<file path="src/rtl/sprite_pkg.sv">
// sprite_pkg: shared default widths, sequencer states and packed-slice helper for sprite_position_engine
package sprite_pkg;
    localparam int COORD_W_DEF = 9;
    localparam int STEP_W_DEF  = 5;

    typedef enum logic [1:0] {IDLE, EMIT, DONE} seq_state_e;

    function automatic int slice_lsb(input int idx, input int w);
        return idx * w;
    endfunction
endpackage

</file>
<file path="src/rtl/axis_counter.sv">
// axis_counter: one saturating coordinate register with clamped load
module axis_counter
    import sprite_pkg::*;
#(
    parameter int COORD_W = COORD_W_DEF,
    parameter int STEP_W  = STEP_W_DEF,
    parameter int LO      = 72,
    parameter int HI      = 232
) (
    input  logic               clock,
    input  logic               reset,
    input  logic               load_i,
    input  logic [COORD_W-1:0] start_i,
    input  logic               move_i,
    input  logic               dir_i,
    input  logic [STEP_W-1:0]  speed_i,
    output logic [COORD_W-1:0] pos_o
);
    localparam int W1 = COORD_W + 1;
    localparam logic [W1-1:0] LO_E = W1'(LO);
    localparam logic [W1-1:0] HI_E = W1'(HI);

    logic [COORD_W-1:0] pos_q, pos_d;
    logic [W1-1:0]      pos_e, spd_e, start_e, inc_v, dec_v, load_v;

    // step and load are evaluated one bit wider so neither direction can wrap before saturating
    always_comb begin
        pos_e   = {1'b0, pos_q};
        spd_e   = W1'(speed_i);
        start_e = {1'b0, start_i};
        inc_v   = (pos_e + spd_e > HI_E) ? HI_E : pos_e + spd_e;
        dec_v   = (pos_e < LO_E + spd_e) ? LO_E : pos_e - spd_e;
        load_v  = (start_e < LO_E) ? LO_E : (start_e > HI_E) ? HI_E : start_e;
        pos_d   = load_i ? COORD_W'(load_v) : move_i ? COORD_W'(dir_i ? inc_v : dec_v) : pos_q;
    end

    // position register; reset parks the sprite on the low bound
    always_ff @(posedge clock) begin
        if (reset) pos_q <= COORD_W'(LO);
        else       pos_q <= pos_d;
    end

    assign pos_o = pos_q;
endmodule

</file>
<file path="src/rtl/sprite_position_engine.sv">
// sprite_position_engine: per-player saturating positions on a divided tick plus a snapshot/emit sequencer
// Optional grid-aligned movement is enabled by defining GRID_ALIGN_EN.
module sprite_position_engine
    import sprite_pkg::*;
#(
    parameter int N_PLAYERS = 2,
    parameter int COORD_W   = COORD_W_DEF,
    parameter int STEP_W    = STEP_W_DEF,
    parameter int MIN_X     = 72,
    parameter int MAX_X     = 232,
    parameter int MIN_Y     = 32,
    parameter int MAX_Y     = 192,
    parameter int MOVE_DIV  = 833333,
    parameter int TILE_LOG2 = 4,
    localparam int ID_W     = (N_PLAYERS > 1) ? $clog2(N_PLAYERS) : 1
) (
    input  logic                           clock,
    input  logic                           reset,
    input  logic                           player_reset,
    input  logic [N_PLAYERS*COORD_W-1:0]   start_x,
    input  logic [N_PLAYERS*COORD_W-1:0]   start_y,
    input  logic [N_PLAYERS*STEP_W-1:0]    speed,
    input  logic [N_PLAYERS-1:0]           mov_x,
    input  logic [N_PLAYERS-1:0]           dir_x,
    input  logic [N_PLAYERS-1:0]           mov_y,
    input  logic [N_PLAYERS-1:0]           dir_y,
    output logic [N_PLAYERS*COORD_W-1:0]   live_x,
    output logic [N_PLAYERS*COORD_W-1:0]   live_y,
    input  logic                           draw_req,
    output logic                           pos_valid,
    output logic [ID_W-1:0]                pos_id,
    output logic [COORD_W-1:0]             pos_x,
    output logic [COORD_W-1:0]             pos_y,
    input  logic                           pos_ack,
    output logic                           busy,
    output logic                           done
);
`ifdef GRID_ALIGN_EN
    localparam bit GRID = 1'b1;
`else
    localparam bit GRID = 1'b0;
`endif
    localparam int CNT_W = (MOVE_DIV > 1) ? $clog2(MOVE_DIV) : 1;
    localparam int TW    = (TILE_LOG2 > 0) ? TILE_LOG2 : 1;

    logic [CNT_W-1:0] cnt_q, cnt_d;
    logic             tick;

    // free-running movement divider; tick marks the last count of each period
    always_comb begin
        tick  = (cnt_q == CNT_W'(MOVE_DIV - 1));
        cnt_d = tick ? '0 : cnt_q + CNT_W'(1);
    end

    // divider register
    always_ff @(posedge clock) begin
        if (reset) cnt_q <= '0;
        else       cnt_q <= cnt_d;
    end

    for (genvar i = 0; i < N_PLAYERS; i++) begin : g_player
        localparam int CL = slice_lsb(i, COORD_W);
        localparam int SL = slice_lsb(i, STEP_W);
        logic [COORD_W-1:0] px, py;
        logic               x_ok, y_ok, mx, my;
        // with grid alignment an axis may only move while the other axis sits on a tile line
        assign x_ok = !GRID || TILE_LOG2 == 0 || TW'(py - COORD_W'(MIN_Y)) == '0;
        assign y_ok = !GRID || TILE_LOG2 == 0 || TW'(px - COORD_W'(MIN_X)) == '0;
        assign mx   = tick && mov_x[i] && x_ok;
        assign my   = tick && mov_y[i] && y_ok && !(GRID && mx);
        axis_counter #(.COORD_W(COORD_W), .STEP_W(STEP_W), .LO(MIN_X), .HI(MAX_X)) u_x (
            .clock   (clock),
            .reset   (reset),
            .load_i  (player_reset),
            .start_i (start_x[CL +: COORD_W]),
            .move_i  (mx),
            .dir_i   (dir_x[i]),
            .speed_i (speed[SL +: STEP_W]),
            .pos_o   (px)
        );
        axis_counter #(.COORD_W(COORD_W), .STEP_W(STEP_W), .LO(MIN_Y), .HI(MAX_Y)) u_y (
            .clock   (clock),
            .reset   (reset),
            .load_i  (player_reset),
            .start_i (start_y[CL +: COORD_W]),
            .move_i  (my),
            .dir_i   (dir_y[i]),
            .speed_i (speed[SL +: STEP_W]),
            .pos_o   (py)
        );
        assign live_x[CL +: COORD_W] = px;
        assign live_y[CL +: COORD_W] = py;
    end

    seq_state_e                   state_q;
    logic [N_PLAYERS*COORD_W-1:0] snap_x_q, snap_y_q;
    logic [ID_W-1:0]              id_q, nid;
    logic [COORD_W-1:0]           px_q, py_q;
    logic                         valid_q, busy_q, done_q, last;

    assign last = (id_q == ID_W'(N_PLAYERS - 1));
    assign nid  = id_q + ID_W'(1);

    // snapshot on draw_req, then present one player per accept from the frozen copy
    always_ff @(posedge clock) begin
        if (reset) begin
            state_q  <= IDLE;
            snap_x_q <= '0;
            snap_y_q <= '0;
            id_q     <= '0;
            px_q     <= '0;
            py_q     <= '0;
            valid_q  <= 1'b0;
            busy_q   <= 1'b0;
            done_q   <= 1'b0;
        end else begin
            case (state_q)
                IDLE: if (draw_req) begin
                    snap_x_q <= live_x;
                    snap_y_q <= live_y;
                    id_q     <= '0;
                    px_q     <= live_x[COORD_W-1:0];
                    py_q     <= live_y[COORD_W-1:0];
                    valid_q  <= 1'b1;
                    busy_q   <= 1'b1;
                    state_q  <= EMIT;
                end
                EMIT: if (pos_ack) begin
                    if (last) begin
                        valid_q <= 1'b0;
                        busy_q  <= 1'b0;
                        done_q  <= 1'b1;
                        state_q <= DONE;
                    end else begin
                        id_q <= nid;
                        px_q <= snap_x_q[slice_lsb(int'(nid), COORD_W) +: COORD_W];
                        py_q <= snap_y_q[slice_lsb(int'(nid), COORD_W) +: COORD_W];
                    end
                end
                default: begin
                    done_q  <= 1'b0;
                    state_q <= IDLE;
                end
            endcase
        end
    end

    assign pos_valid = valid_q;
    assign pos_id    = id_q;
    assign pos_x     = px_q;
    assign pos_y     = py_q;
    assign busy      = busy_q;
    assign done      = done_q;
endmodule

</file>
<file path="config.mk">
export PLATFORM = sky130hd
export DESIGN_NAME = sprite_position_engine
export DESIGN_NICKNAME = d
export VERILOG_FILES = /design/src/rtl/sprite_pkg.sv /design/src/rtl/axis_counter.sv /design/src/rtl/sprite_position_engine.sv
export SDC_FILE = /design/constraint.sdc
export NUM_CORES = 1
export LEC_CHECK = 0
export ABC_AREA = 0
export ABC_CLOCK_PERIOD_IN_PS = 5100
export BUFFER_PORTS_ARGS = -buffer_cell sky130_fd_sc_hd__buf_2
export CELL_PAD_IN_SITES_DETAIL_PLACEMENT = 0
export CELL_PAD_IN_SITES_GLOBAL_PLACEMENT = 1
export CORE_UTILIZATION = 47
export CTS_CLUSTER_DIAMETER = 30
export DETAILED_ROUTE_END_ITERATION = 16
export PLACE_DENSITY_LB_ADDON = 0.1
export SKIP_CTS_REPAIR_TIMING = 1
export SLEW_MARGIN = 20
export SYNTH_ARGS = -nofsm -noshare
export SYNTH_HDL_FRONTEND = slang
export SYNTH_HIERARCHICAL = 1
export SYNTH_SLANG_ARGS = --single-unit
export TNS_END_PERCENT = 10
</file>
<file path="constraint.sdc">
create_clock -name clock -period 5.1 [get_ports clock]
set_clock_uncertainty 0.1 [all_clocks]
set_input_delay 0.51 -clock clock [delete_from_list [all_inputs] [get_ports clock]]
set_output_delay 0.51 -clock clock [all_outputs]
set_load 0.01 [all_outputs]
</file>
==> results of run 1 <==
## power groups by stage
stage               registers, mW  clock network [mW]  logic, mW
CTS                          1.02                1.31      0.671
global route                 1.03                1.35      0.749
floorplan                    1.01                   0      0.502
global placement             1.04                   0      0.668
detailed placement           1.04                   0      0.667
finish                       1.02                1.28      0.675
## cell families after synthesis
kind of cell | after synthesis | share of synthesized area, %
multiplexers | 20 | 2.17
AND/OR/NAND/NOR | 461 | 25.9
XOR/XNOR | 32 | 3.02
buffers and inverters | 132 | 7.17
AO/OA/AOI/OAI | 377 | 28.8
adder cells (fa/ha/maj) | 56 | 8.20
flip-flops | 115 | 24.8
## area by class of cell
class	instances	area share, %
antenna	1	0.0239
clock buffer	24	4.99
clock inverter	8	1.15
timing repair buffer	122	6.00
inverter	65	2.33
sequential	115	22.0
multi-input combinational	946	60.3
tap	265	3.17
## Yosys cell counts, types with 10 or more instances
| cell type | count |
|---|---|
| sky130_fd_sc_hd__and2_1 | 10 |
| sky130_fd_sc_hd__ha_1 | 48 |
| sky130_fd_sc_hd__nor2b_1 | 22 |
| sky130_fd_sc_hd__nand2_1 | 149 |
| sky130_fd_sc_hd__xnor2_1 | 23 |
| sky130_fd_sc_hd__o21ai_0 | 45 |
| sky130_fd_sc_hd__buf_6 | 10 |
| sky130_fd_sc_hd__nor3_1 | 36 |
| sky130_fd_sc_hd__clkbuf_1 | 22 |
| sky130_fd_sc_hd__nor2_2 | 11 |
| sky130_fd_sc_hd__a21oi_1 | 113 |
| sky130_fd_sc_hd__mux2i_1 | 19 |
| sky130_fd_sc_hd__nor2_1 | 86 |
| sky130_fd_sc_hd__o211ai_1 | 35 |
| sky130_fd_sc_hd__nand4_1 | 14 |
| sky130_fd_sc_hd__nand3_1 | 21 |
| sky130_fd_sc_hd__dfxtp_1 | 115 |
| sky130_fd_sc_hd__or3_1 | 10 |
| sky130_fd_sc_hd__a31oi_1 | 16 |
| sky130_fd_sc_hd__o21a_1 | 13 |
| sky130_fd_sc_hd__nor4_1 | 15 |
| sky130_fd_sc_hd__a211oi_1 | 17 |
| sky130_fd_sc_hd__inv_1 | 61 |
| sky130_fd_sc_hd__buf_2 | 23 |
| sky130_fd_sc_hd__o21ai_1 | 14 |
| sky130_fd_sc_hd__nand2b_1 | 18 |
## metal layers
| metal | track usage [%] | vias up | part of all wire, % |
|---|---|---|---|
| met5 | 0 | - | 0 |
| met2 | 43.4 | 280 | 45 |
| li1 | - | 4505 | - |
| met3 | 4.58 | 26 | 5.0 |
| met4 | 7.30 | 0 | 1.2 |
| met1 | 38.8 | 4284 | 48 |
## worst max-delay path: stages (launching register included)
cell and delay [ns]:
sky130_fd_sc_hd__dfxtp_1 0.44, sky130_fd_sc_hd__and4bb_2 0.35, sky130_fd_sc_hd__nand4_1 0.08, sky130_fd_sc_hd__nor2_1 0.47, sky130_fd_sc_hd__and2_1 0.54, sky130_fd_sc_hd__inv_1 0.24
sky130_fd_sc_hd__nor3_1 0.25, sky130_fd_sc_hd__nor4b_1 0.36, sky130_fd_sc_hd__a211oi_2 0.08
## per-stage QoR
step | hold WS (ns) | power (mW) | std cells
after CTS | 0.258 | 3.00 | 1545
after global placement | 0.341 | 1.71 | 1513
after detailed placement | 0.346 | 1.71 | 1513
after global routing | 0.280 | 3.13 | 1546
after floorplan | 0.336 | 1.51 | 1193
final | 0.275 | 2.98 | 1546
## flip-flops by register name (all words and copies together), names as in the netlist
signal / flops
g_player.u_x/pos_o: 18
done: 1
snap_y_q: 18
pos_y: 9
snap_x_q: 18
state_q: 2
cnt_q: 20
pos_x: 9
pos_id: 1
busy: 1
g_player.u_y/pos_o: 18
## how the worst min path moves through the flow
stage / startpoint / to / cells past startpoint
6_report: pos_ack / state_q[0]$_SDFFE_PP0P_ / 2
5_1_grt: pos_ack / state_q[0]$_SDFFE_PP0P_ / 2
4_1_cts: pos_ack / state_q[0]$_SDFFE_PP0P_ / 2
3_5_place_dp: snap_y_q[1]$_SDFFE_PP0P_ / snap_y_q[1]$_SDFFE_PP0P_ / 2
3_3_place_gp: snap_y_q[0]$_SDFFE_PP0P_ / snap_y_q[0]$_SDFFE_PP0P_ / 2
2_1_floorplan: snap_x_q[10]$_SDFFE_PP0P_ / snap_x_q[10]$_SDFFE_PP0P_ / 2
==> out/qor_table.md, run 1 <==
| Step | Quantity | This run |
| --- | --- | --- |
| status | Result of the run | complete, no violations |
| timing | Final setup viols | 0 |
| routing | DRC violation total after the first TritonRoute iteration | 666 |
| synthesis | Mapped Cells | 1,193 |
| layout | Most frequent standard cell in the layout excluding fill and tap cells | sky130_fd_sc_hd__nand2_1 |
| worst setup path | Worst setup slack for register-to-register paths | 2.05 ns |
| worst setup path | Type of origin of the critical path | register |
| synthesis | Flop and latch count out of synthesis | 115 |
| clocking | TritonCTS clock tree | built |
| placed design | Count of buffers from port buffering | 116 |
| global route | Maximum number of pins on one net before global-route repair | 70 |
| timing | Setup repair after global routing missed its margin | false |
| worst setup path | Maximum fanout count along the critical path | 14 |
| pwr | Part of the power in the clock network | 43.1% |
| layout | Footprint of the flip-flops and latches | 0.00230 mm^2 |
| synthesis | Total number of yosys warnings | 6 |
| floorplan | Die H | 142 um |
| clocking | Skew-Pair Late Insertion Delay | 0.42 ns |
| layout | Net count of the finished layout | 1,382 |
| synthesis | Area leader, netlist | sky130_fd_sc_hd__dfxtp_1 |
| clocking | H-tree depth | 4 |
| worst setup path | Worst setup path end | g_player[1].u_x/pos_o[3]$_SDFFE_PP1P_ |
| clocking | # clock sinks | 115 |
| timing | Number of max-slew violations in the final report | 0 |
| layout | Utilization after layout | 53.9% |
| worst setup path | Reg2reg end | g_player[1].u_x/pos_o[3]$_SDFFE_PP1P_ |
| global route | Global-route total usage across every layer | 27.6% |
| clocking | Clock-pin slew reported for the worst setup and hold paths after clock tree synthesis | 0.05 ns |
| global route | Via count of the first global-routing pass | 8,463 |
| pwr | Sw Share | 30.7% |
| worst setup path | Critical setup path kind | register to register |
| synthesis | Dominant synthesized flop cell | sky130_fd_sc_hd__dfxtp_1 |
| timing | Setup TNS | 0 ns |
| global route | Remaining global-route overflow | 0 |
| synthesis | Post-synth ARST share | 0% |
| synthesis | Mean cell area of the mapped netlist | 7.77 um^2 |
| synthesis | Number of nets in the synthesized netlist | 1,308 |
| worst setup path | Required arrival time at the worst endpoint | 5.29 ns |
| synthesis | Top cells by area, synth | sky130_fd_sc_hd__dfxtp_1, sky130_fd_sc_hd__ha_1, sky130_fd_sc_hd__a21oi_1 |
| timing | Minimum period implied by the final worst setup slack | 3.05 ns |
| floorplan | Floorplan row count | 51 |
| pwr | Internal power of the cells | 2.06 mW |
| routing | Number of vias in the routed layout | 9,095 |
| worst setup path | Critical Path Start | cnt_q[3]$_SDFF_PP0_ |
| floorplan | Placeable core region | 0.0194 mm^2 |
| routing | Antenna violation net count after detailed routing | 0 |
| pwr | Comb power frac | 22.7% |
| floorplan | Overall die width | 142 um |
| layout | Leading cell types in the layout, fill and taps excluded | sky130_fd_sc_hd__nand2_1, sky130_fd_sc_hd__dfxtp_1, sky130_fd_sc_hd__buf_2 |
| pwr | Power per unit of standard cell area | 285 mW/mm^2 |
| global route | Global-route wire length before repair | 44,300 um |
| layout | Number of fillers in the final layout | 1,997 |
| timing | Number of hold-slack violations in the final timing report | 0 |
| layout | Proportion of layout cells with a drive suffix above 1 | 17.4% |
| routing | Final WL | 27,400 um |
| clocking | Clock root buffer master | sky130_fd_sc_hd__clkbuf_16 |
| layout | Area growth from synthesis to final layout | 12.9% |
| routing | Vias per std cell | 5.88 |
| timing | Post-route worst setup slack | 2.05 ns |
| pwr | Switching component of the power | 915 uW |
| floorplan | Initial core utilization | 47.8% |
| timing | Highest Clock Rate | 328 MHz |
| timing | Period utilisation layout | 59.8% |
| pwr | Relative contribution of sequential cells to total power | 34.2% |
| placed design | Post-Place Cell Area | 0.00982 mm^2 |
| pwr | Leakage dissipation | 4.10 nW |
| worst setup path | Cell depth of the worst flop-to-flop path | 8 |
| timing | Worst rel slew slack | 45.7% |
| pwr | Peak supply drop | 240 uV |
| floorplan | Total I/O pin count | 117 |
| synthesis | Number of unique standard cell types used by synthesis | 114 |
| layout | Final Instance Area | 0.0105 mm^2 |
| clocking | Clock buffers created by TritonCTS | 17 |
| timing | Slew at the pin closest to its max-slew limit | 0.814 ns |
| floorplan | Die area | 0.0203 mm^2 |
| routing | Average detailed-routed wire length per instance | 17.7 um |
| worst setup path | Origin of the critical flop-to-flop path | cnt_q[3]$_SDFF_PP0_ |
| synthesis | Share of the synthesized area in the top cell type | 24.8% |
| synthesis | Part of the Yosys area used for sequential elements | 24.8% |
| routing | DRT Pass-1 Iters | 5 |
| routing | DRC | 0 |
| global route | Antenna violations before repair | 1 |
| worst setup path | Worst Setup End Kind | register |
| clocking | Number of buffers between clock root and the deepest sink | 2 |
| placed design | DP Worst Slack | 2.04 ns |
| layout | Area of the multi-input gates | 0.00631 mm^2 |
| synthesis | EDFF count, synth | 0 |
| placed design | Weighted congestion reported at the end of routability-driven placement | 0.866 |
| worst hold path | HP Class | input port to register |
| job | Maximum capacitance violations | 0 |
| synthesis | Netlist area before placement | 0.00927 mm^2 |
| placed design | Detailed placement HPWL | 20,000 um |
| worst setup path | Endpoint arrival time on the critical path | 3.24 ns |
(Power assumes the default switching activity.)
==> inputs of run 2 (changes only) <==
--- a/config.mk
+++ b/config.mk
@@ -6,11 +6,11 @@
 export NUM_CORES = 1
 export LEC_CHECK = 0
 export ABC_AREA = 0
-export ABC_CLOCK_PERIOD_IN_PS = 5100
+export ABC_CLOCK_PERIOD_IN_PS = 2900
 export BUFFER_PORTS_ARGS = -buffer_cell sky130_fd_sc_hd__buf_2
 export CELL_PAD_IN_SITES_DETAIL_PLACEMENT = 0
 export CELL_PAD_IN_SITES_GLOBAL_PLACEMENT = 1
-export CORE_UTILIZATION = 47
+export CORE_UTILIZATION = 44
 export CTS_CLUSTER_DIAMETER = 30
 export DETAILED_ROUTE_END_ITERATION = 16
 export PLACE_DENSITY_LB_ADDON = 0.1
==> constraint.sdc (replaced) <==
create_clock -name clock -period 2.9 [get_ports clock]
set_clock_uncertainty 0.1 [all_clocks]
set_input_delay 0.29 -clock clock [delete_from_list [all_inputs] [get_ports clock]]
set_output_delay 0.29 -clock clock [all_outputs]
set_load 0.01 [all_outputs]
==> run 2 against run 1 <==
  * Count of clock-buffer cells in the layout down 4
  * First-iteration DRC count fell by 1.2%
  * Global-route usage shrank 0.93 points
  * Design area up 2.7%
  * Non-clock buffer count grew 43
  * Critical path type unchanged
  * Sequential power increased by 73%
  * Die area is 6.7% higher
  * Via count up 1.3%
==> out/qor_table.md, run 2 (synthesis results as in run 1) <==
| Step | Quantity | This run |
| --- | --- | --- |
| worst hold path | HP Class | input port to register |
| worst setup path | Cell repeated most along the worst path | sky130_fd_sc_hd__a21oi_1 |
| job | Maximum capacitance violations | 0 |
| placed design | Detailed placement HPWL | 21,300 um |
| worst setup path | Number of gates on the worst path with buffers counted | 8 |
| clocking | TritonCTS clock tree | built |
| worst setup path | Longest individual stage delay on the worst path | 0.52 ns |
| global route | Via count of the first global-routing pass | 8,648 |
| floorplan | Die H | 147 um |
| floorplan | Die area | 0.0217 mm^2 |
| clocking | Clock root buffer master | sky130_fd_sc_hd__clkbuf_16 |
| global route | Remaining global-route overflow | 0 |
| worst hold path | Min-Delay Startpoint | pos_ack |
| floorplan | Overall die width | 147 um |
| global route | Antenna violations before repair | 0 |
| layout | Layout Cells excl Fill | 1,592 |
| clocking | # clock sinks | 115 |
| worst setup path | Critical setup path kind | register to register |
| pwr | Total power | 5.09 mW |
| worst setup path | Worst Setup End Kind | register |
| placed design | Post-Place Cell Area | 0.0102 mm^2 |
| routing | Antenna violation net count after detailed routing | 0 |
| layout | Footprint of the flip-flops and latches | 0.00230 mm^2 |
| worst setup path | Type of origin of the critical path | register |
| layout | Area of the multi-input gates | 0.00634 mm^2 |
| layout | Proportion of layout cells with a drive suffix above 1 | 20.3% |
| pwr | Power per unit of standard cell area | 473 mW/mm^2 |
| timing | Worst rel slew slack | 41.8% |
| clocking | Clock-pin slew reported for the worst setup and hold paths after clock tree synthesis | 0.06 ns |
| routing | Vias per std cell | 5.79 |
| clocking | Number of buffers between clock root and the deepest sink | 2 |
| floorplan | Initial core utilization | 45.4% |
| worst setup path | Origin of the critical flop-to-flop path | g_player[0].u_y/pos_o[0]$_SDFFE_PP0P_ |
| global route | Global-route total usage across every layer | 26.7% |
| timing | Final setup viols | 0 |
| layout | Most frequent standard cell in the layout excluding fill and tap cells | sky130_fd_sc_hd__nand2_1 |
| layout | Final Instance Area | 0.0108 mm^2 |
| timing | Minimum period implied by the final worst setup slack | 2.74 ns |
| placed design | Weighted congestion reported at the end of routability-driven placement | 0.905 |
| layout | Net count of the finished layout | 1,425 |
| worst setup path | Maximum fanout count along the critical path | 6 |
| placed design | DP Worst Slack | 0.0919 ns |
| clocking | Clock buffers created by TritonCTS | 17 |
| routing | Final WL | 28,500 um |
| layout | Leading cell types in the layout, fill and taps excluded | sky130_fd_sc_hd__nand2_1, sky130_fd_sc_hd__dfxtp_1, sky130_fd_sc_hd__buf_2 |
| pwr | Peak supply drop | 417 uV |
| floorplan | Floorplan row count | 52 |
| floorplan | Placeable core region | 0.0204 mm^2 |
| clocking | H-tree depth | 4 |
| layout | Number of fillers in the final layout | 2,058 |
| worst setup path | Endpoint arrival time on the critical path | 2.93 ns |
| layout | Top register by number of flip-flops | cnt_q |
| floorplan | Total I/O pin count | 117 |
| worst setup path | Count of buffer and inverter cells on the critical path | 0 |
| worst setup path | Worst-path cell chain | ha_1, fa_1, nand2b_1, a211oi_2, nor3_2, a21oi_1, a2111oi_1, a21oi_1 |
| worst hold path | Depth of the worst hold-timing path | 2 |
| layout | Largest register FFs | 20 |
| timing | Highest Clock Rate | 365 MHz |
| status | Result of the run | complete, no violations |
| worst setup path | Critical Path Start | g_player[0].u_y/pos_o[0]$_SDFFE_PP0P_ |
| global route | Maximum number of pins on one net before global-route repair | 53 |
| worst setup path | Required arrival time at the worst endpoint | 3.09 ns |
| timing | Period utilisation layout | 94.5% |
| worst setup path | Critical-path top delay cell | sky130_fd_sc_hd__a2111oi_1 |
| worst setup path | Cell depth of the worst flop-to-flop path | 8 |
| routing | Number of vias in the routed layout | 9,210 |
| routing | Average detailed-routed wire length per instance | 17.9 um |
| layout | Area growth from synthesis to final layout | 15.9% |
| routing | DRT Pass-1 Iters | 5 |
| routing | DRC | 0 |
| clocking | Skew-Pair Late Insertion Delay | 0.42 ns |
| timing | Worst hold slack across all endpoints | 0.0685 ns |
| timing | Number of max-slew violations in the final report | 0 |
| timing | Post-route worst setup slack | 0.159 ns |
| routing | DRC violation total after the first TritonRoute iteration | 658 |
| pwr | Leakage dissipation | 4.30 nW |
| global route | Global-route wire length before repair | 46,100 um |
| placed design | Count of buffers from port buffering | 116 |
| timing | Slew at the pin closest to its max-slew limit | 0.873 ns |
| placed design | Placed cell count | 1,561 |
| timing | Number of hold-slack violations in the final timing report | 0 |
| worst setup path | Family with the most delay on the worst path | compound AO/OA/AOI/OAI gates |
| layout | Diodes inserted | 0 |
## run 2: cell types whose count changed in the layout (fill, tap and decap cells not counted), sizes merged
| cell | change |
|---|---|
| clkinvlp | -1 |
| buf | +43 |
| bufinv | -1 |
| clkbuf | -4 |
| clkinv | +5 |
| diode | -1 |
## run 2: worst register-to-register path, stage by stage (launching register included)
cell	delay [ns]
sky130_fd_sc_hd__dfxtp_1	0.39
sky130_fd_sc_hd__ha_1	0.27
sky130_fd_sc_hd__fa_1	0.43
sky130_fd_sc_hd__nand2b_1	0.19
sky130_fd_sc_hd__a211oi_2	0.13
sky130_fd_sc_hd__nor3_2	0.29
sky130_fd_sc_hd__a21oi_1	0.17
sky130_fd_sc_hd__a2111oi_1	0.52
sky130_fd_sc_hd__a21oi_1	0.12
## run 2: worst paths after layout
check                                                             end  slack (ns)
worst max-delay path            g_player[0].u_y/pos_o[0]$_SDFFE_PP0P_        0.16
worst min-delay path                          state_q[0]$_SDFFE_PP0P_        0.07
worst max register to register  g_player[0].u_y/pos_o[0]$_SDFFE_PP0P_        0.16
worst min register to register                  pos_x[5]$_SDFFE_PP0P_        0.35
## run 2: area by class of cell
| class | instances | share of cell area (%) |
|---|---|---|
| tap | 270 | 3.14 |
| sequential | 115 | 21.4 |
| clock buffer | 20 | 4.25 |
| timing repair buffer | 165 | 8.96 |
| inverter | 65 | 2.27 |
| multi-input combinational | 946 | 58.9 |
| clock inverter | 11 | 1.04 |
## run 2: per-stage QoR
step	setup TNS [ns]	util, %
6_report	0	52.6
5_1_grt	-0.0662	52.6
4_1_cts	0	52.5
3_5_place_dp	0	49.7
3_3_place_gp	0	49.7
2_1_floorplan	0	-
## run 2: layer usage
| layer | vias to the layer above | GRT usage [%] | part of all wire [%] |
|---|---|---|---|
| li1 | 4601 | - | - |
| met1 | 4356 | 37.4 | 48 |
| met2 | 226 | 42.3 | 46 |
| met3 | 27 | 4.97 | 4.8 |
| met4 | 0 | 5.82 | 1.2 |
| met5 | - | 0 | 0 |
## run 2: report_power, final
part / leakage [nW] / internal [mW] / switching, mW
logic: 3.07 / 0.509 / 0.780
registers: 0.939 / 1.66 / 0.0997
clock network: 0.285 / 1.29 / 0.747
total: 4.30 / 3.46 / 1.63
==> inputs of run 3 (changes only) <==
--- a/config.mk
+++ b/config.mk
@@ -6,14 +6,14 @@
 export NUM_CORES = 1
 export LEC_CHECK = 0
 export ABC_AREA = 0
-export ABC_CLOCK_PERIOD_IN_PS = 2900
+export ABC_CLOCK_PERIOD_IN_PS = 2500
 export BUFFER_PORTS_ARGS = -buffer_cell sky130_fd_sc_hd__buf_2
 export CELL_PAD_IN_SITES_DETAIL_PLACEMENT = 0
 export CELL_PAD_IN_SITES_GLOBAL_PLACEMENT = 1
-export CORE_UTILIZATION = 44
+export CORE_UTILIZATION = 40
 export CTS_CLUSTER_DIAMETER = 30
 export DETAILED_ROUTE_END_ITERATION = 16
-export PLACE_DENSITY_LB_ADDON = 0.1
+export PLACE_DENSITY = 0.79
 export SKIP_CTS_REPAIR_TIMING = 1
 export SLEW_MARGIN = 20
 export SYNTH_ARGS = -nofsm -noshare
==> constraint.sdc (replaced) <==
create_clock -name clock -period 2.5 [get_ports clock]
set_clock_uncertainty 0.1 [all_clocks]
set_input_delay 0.25 -clock clock [delete_from_list [all_inputs] [get_ports clock]]
set_output_delay 0.25 -clock clock [all_outputs]
set_load 0.01 [all_outputs]
==> run 3 against run 2 <==
  * Design area up 8.5%
  * Count of clock-buffer cells in the layout up 3
  * Critical path type unchanged
  * Largest power group unchanged
  * Hold slack worse by 0.035 ns
  * Highest routed layer unchanged
  * Power up 26%
==> out/qor_table.md, run 3 (synthesis results as in run 1) <==
| Step | Quantity | This run |
| --- | --- | --- |
| routing | Average detailed-routed wire length per instance | 17.2 um |
| worst setup path | Type of origin of the critical path | register |
| floorplan | Die H | 154 um |
| timing | Number of hold-slack violations in the final timing report | 0 |
| status | Result of the run | complete, no violations |
| worst setup path | Worst Setup End Kind | register |
| floorplan | Total I/O pin count | 117 |
| timing | Minimum period implied by the final worst setup slack | 2.48 ns |
| clocking | Clock-pin slew reported for the worst setup and hold paths after clock tree synthesis | 0.06 ns |
| floorplan | Initial core utilization | 40.8% |
| worst setup path | Critical setup path kind | register to register |
| layout | Net count of the finished layout | 1,506 |
| pwr | Power per unit of standard cell area | 550 mW/mm^2 |
| placed design | Count of buffers from port buffering | 116 |
| layout | Final Instance Area | 0.0117 mm^2 |
| timing | Post-route worst setup slack | 0.0193 ns |
| floorplan | Placeable core region | 0.0227 mm^2 |
| global route | Antenna violations before repair | 0 |
| layout | Area of the multi-input gates | 0.00650 mm^2 |
| timing | Final setup viols | 0 |
| clocking | Number of buffers between clock root and the deepest sink | 2 |
| timing | Number of max-slew violations in the final report | 0 |
| worst setup path | Maximum fanout count along the critical path | 4 |
| floorplan | Die area | 0.0238 mm^2 |
| global route | Remaining global-route overflow | 0 |
| placed design | Detailed placement HPWL | 22,000 um |
| routing | Final WL | 29,100 um |
| timing | Slew at the pin closest to its max-slew limit | 0.860 ns |
| placed design | Weighted congestion reported at the end of routability-driven placement | 0.905 |
| global route | Global-route total usage across every layer | 24.2% |
| global route | Global-route wire length before repair | 46,200 um |
| clocking | Clock buffers created by TritonCTS | 17 |
| routing | DRC | 0 |
| timing | Setup repair after global routing missed its margin | true |
| clocking | Skew-Pair Late Insertion Delay | 0.41 ns |
| placed design | Post-Place Cell Area | 0.0108 mm^2 |
| worst hold path | HP Class | input port to register |
| layout | Largest register FFs | 20 |
| worst hold path | Depth of the worst hold-timing path | 2 |
| floorplan | Floorplan row count | 55 |
| timing | Setup TNS | 0 ns |
| layout | Diodes inserted | 0 |
| timing | Worst rel slew slack | 42.6% |
| routing | Antenna violation net count after detailed routing | 0 |
| worst setup path | Required arrival time at the worst endpoint | 2.69 ns |
| routing | DRC violation total after the first TritonRoute iteration | 609 |
| floorplan | Overall die width | 154 um |
| global route | Via count of the first global-routing pass | 8,939 |
| routing | Number of vias in the routed layout | 9,592 |
| layout | Leading cell types in the layout, fill and taps excluded | sky130_fd_sc_hd__nand2_1, sky130_fd_sc_hd__buf_4, sky130_fd_sc_hd__buf_2 |
| clocking | H-tree depth | 4 |
| clocking | TritonCTS clock tree | built |
| global route | Maximum number of pins on one net before global-route repair | 45 |
| worst setup path | Endpoint arrival time on the critical path | 2.67 ns |
| pwr | Peak supply drop | 471 uV |
| layout | Footprint of the flip-flops and latches | 0.00231 mm^2 |
| layout | Area growth from synthesis to final layout | 25.8% |
| worst setup path | Cell depth of the worst flop-to-flop path | 7 |
| routing | DRT Pass-1 Iters | 6 |
| layout | Number of fillers in the final layout | 2,277 |
| timing | Period utilisation layout | 99.2% |
| layout | Top register by number of flip-flops | cnt_q |
| layout | Proportion of layout cells with a drive suffix above 1 | 27.5% |
| placed design | DP Worst Slack | -0.146 ns |
| pwr | Leakage dissipation | 4.77 nW |
| clocking | Clock root buffer master | sky130_fd_sc_hd__clkbuf_16 |
| layout | Utilization after layout | 51.4% |
| timing | Highest Clock Rate | 403 MHz |
| routing | Vias per std cell | 5.68 |
| layout | Most frequent standard cell in the layout excluding fill and tap cells | sky130_fd_sc_hd__nand2_1 |
| clocking | # clock sinks | 115 |
| job | Maximum capacitance violations | 0 |
==> run 3: critical path: stages, from the launching register on <==
cell and delay [ns]:
sky130_fd_sc_hd__dfxtp_1 0.44, sky130_fd_sc_hd__ha_1 0.30, sky130_fd_sc_hd__nor2b_1 0.15, sky130_fd_sc_hd__o21ai_0 0.26, sky130_fd_sc_hd__a21oi_1 0.14, sky130_fd_sc_hd__or4_1 0.40, sky130_fd_sc_hd__a2111oi_0 0.46, sky130_fd_sc_hd__nor2_1 0.09
==> run 3: through the flow <==
stage / hold WS (ns) / power, mW / std cells
finish: 0.0333 / 6.42 / 1689
global route: 0.0330 / 6.72 / 1689
CTS: 0.0196 / 6.38 / 1686
detailed placement: 0.346 / 3.69 / 1654
global placement: 0.341 / 3.69 / 1654
floorplan: 0.228 / 3.09 / 1193
==> run 3: path summary, 6_finish.rpt <==
kind,start,to,slack (ns)
worst max-delay path,g_player[0].u_x/pos_o[1]$_SDFFE_PP0P_,g_player[0].u_x/pos_o[7]$_SDFFE_PP0P_,0.02
worst min-delay path,pos_ack,state_q[0]$_SDFFE_PP0P_,0.03
worst max register to register,g_player[0].u_x/pos_o[1]$_SDFFE_PP0P_,g_player[0].u_x/pos_o[7]$_SDFFE_PP0P_,0.02
worst min register to register,snap_x_q[2]$_SDFFE_PP0P_,snap_x_q[2]$_SDFFE_PP0P_,0.35
==> run 3: power breakdown <==
group          switching [mW]  internal [mW]  total (mW)
sequential              0.105           1.93        2.03
clock                   0.853           1.82        2.67
combinational           0.976          0.742        1.72
total                    1.93           4.49        6.42
==> run 3: per-layer routing <==
layer  up-vias  global-route usage (%)  wire length (um)  share of wire [%]
met2       258                    38.9             13400                 46
met4         0                    7.31               614                2.1
met3        45                    4.20              1510                5.2
li1       4763                       -                 -                  -
met5         -                       0                 0                  0
met1      4526                    33.0             13600                 47
==> run 3: final cells by class <==
class	instances	area share, %
clock buffers	23	4.35
repair buffers	246	13.7
well taps	285	3.06
flip-flops and latches	115	19.8
clock inverters	9	1.27
inverters	65	2.11
multi-input cells	946	55.7
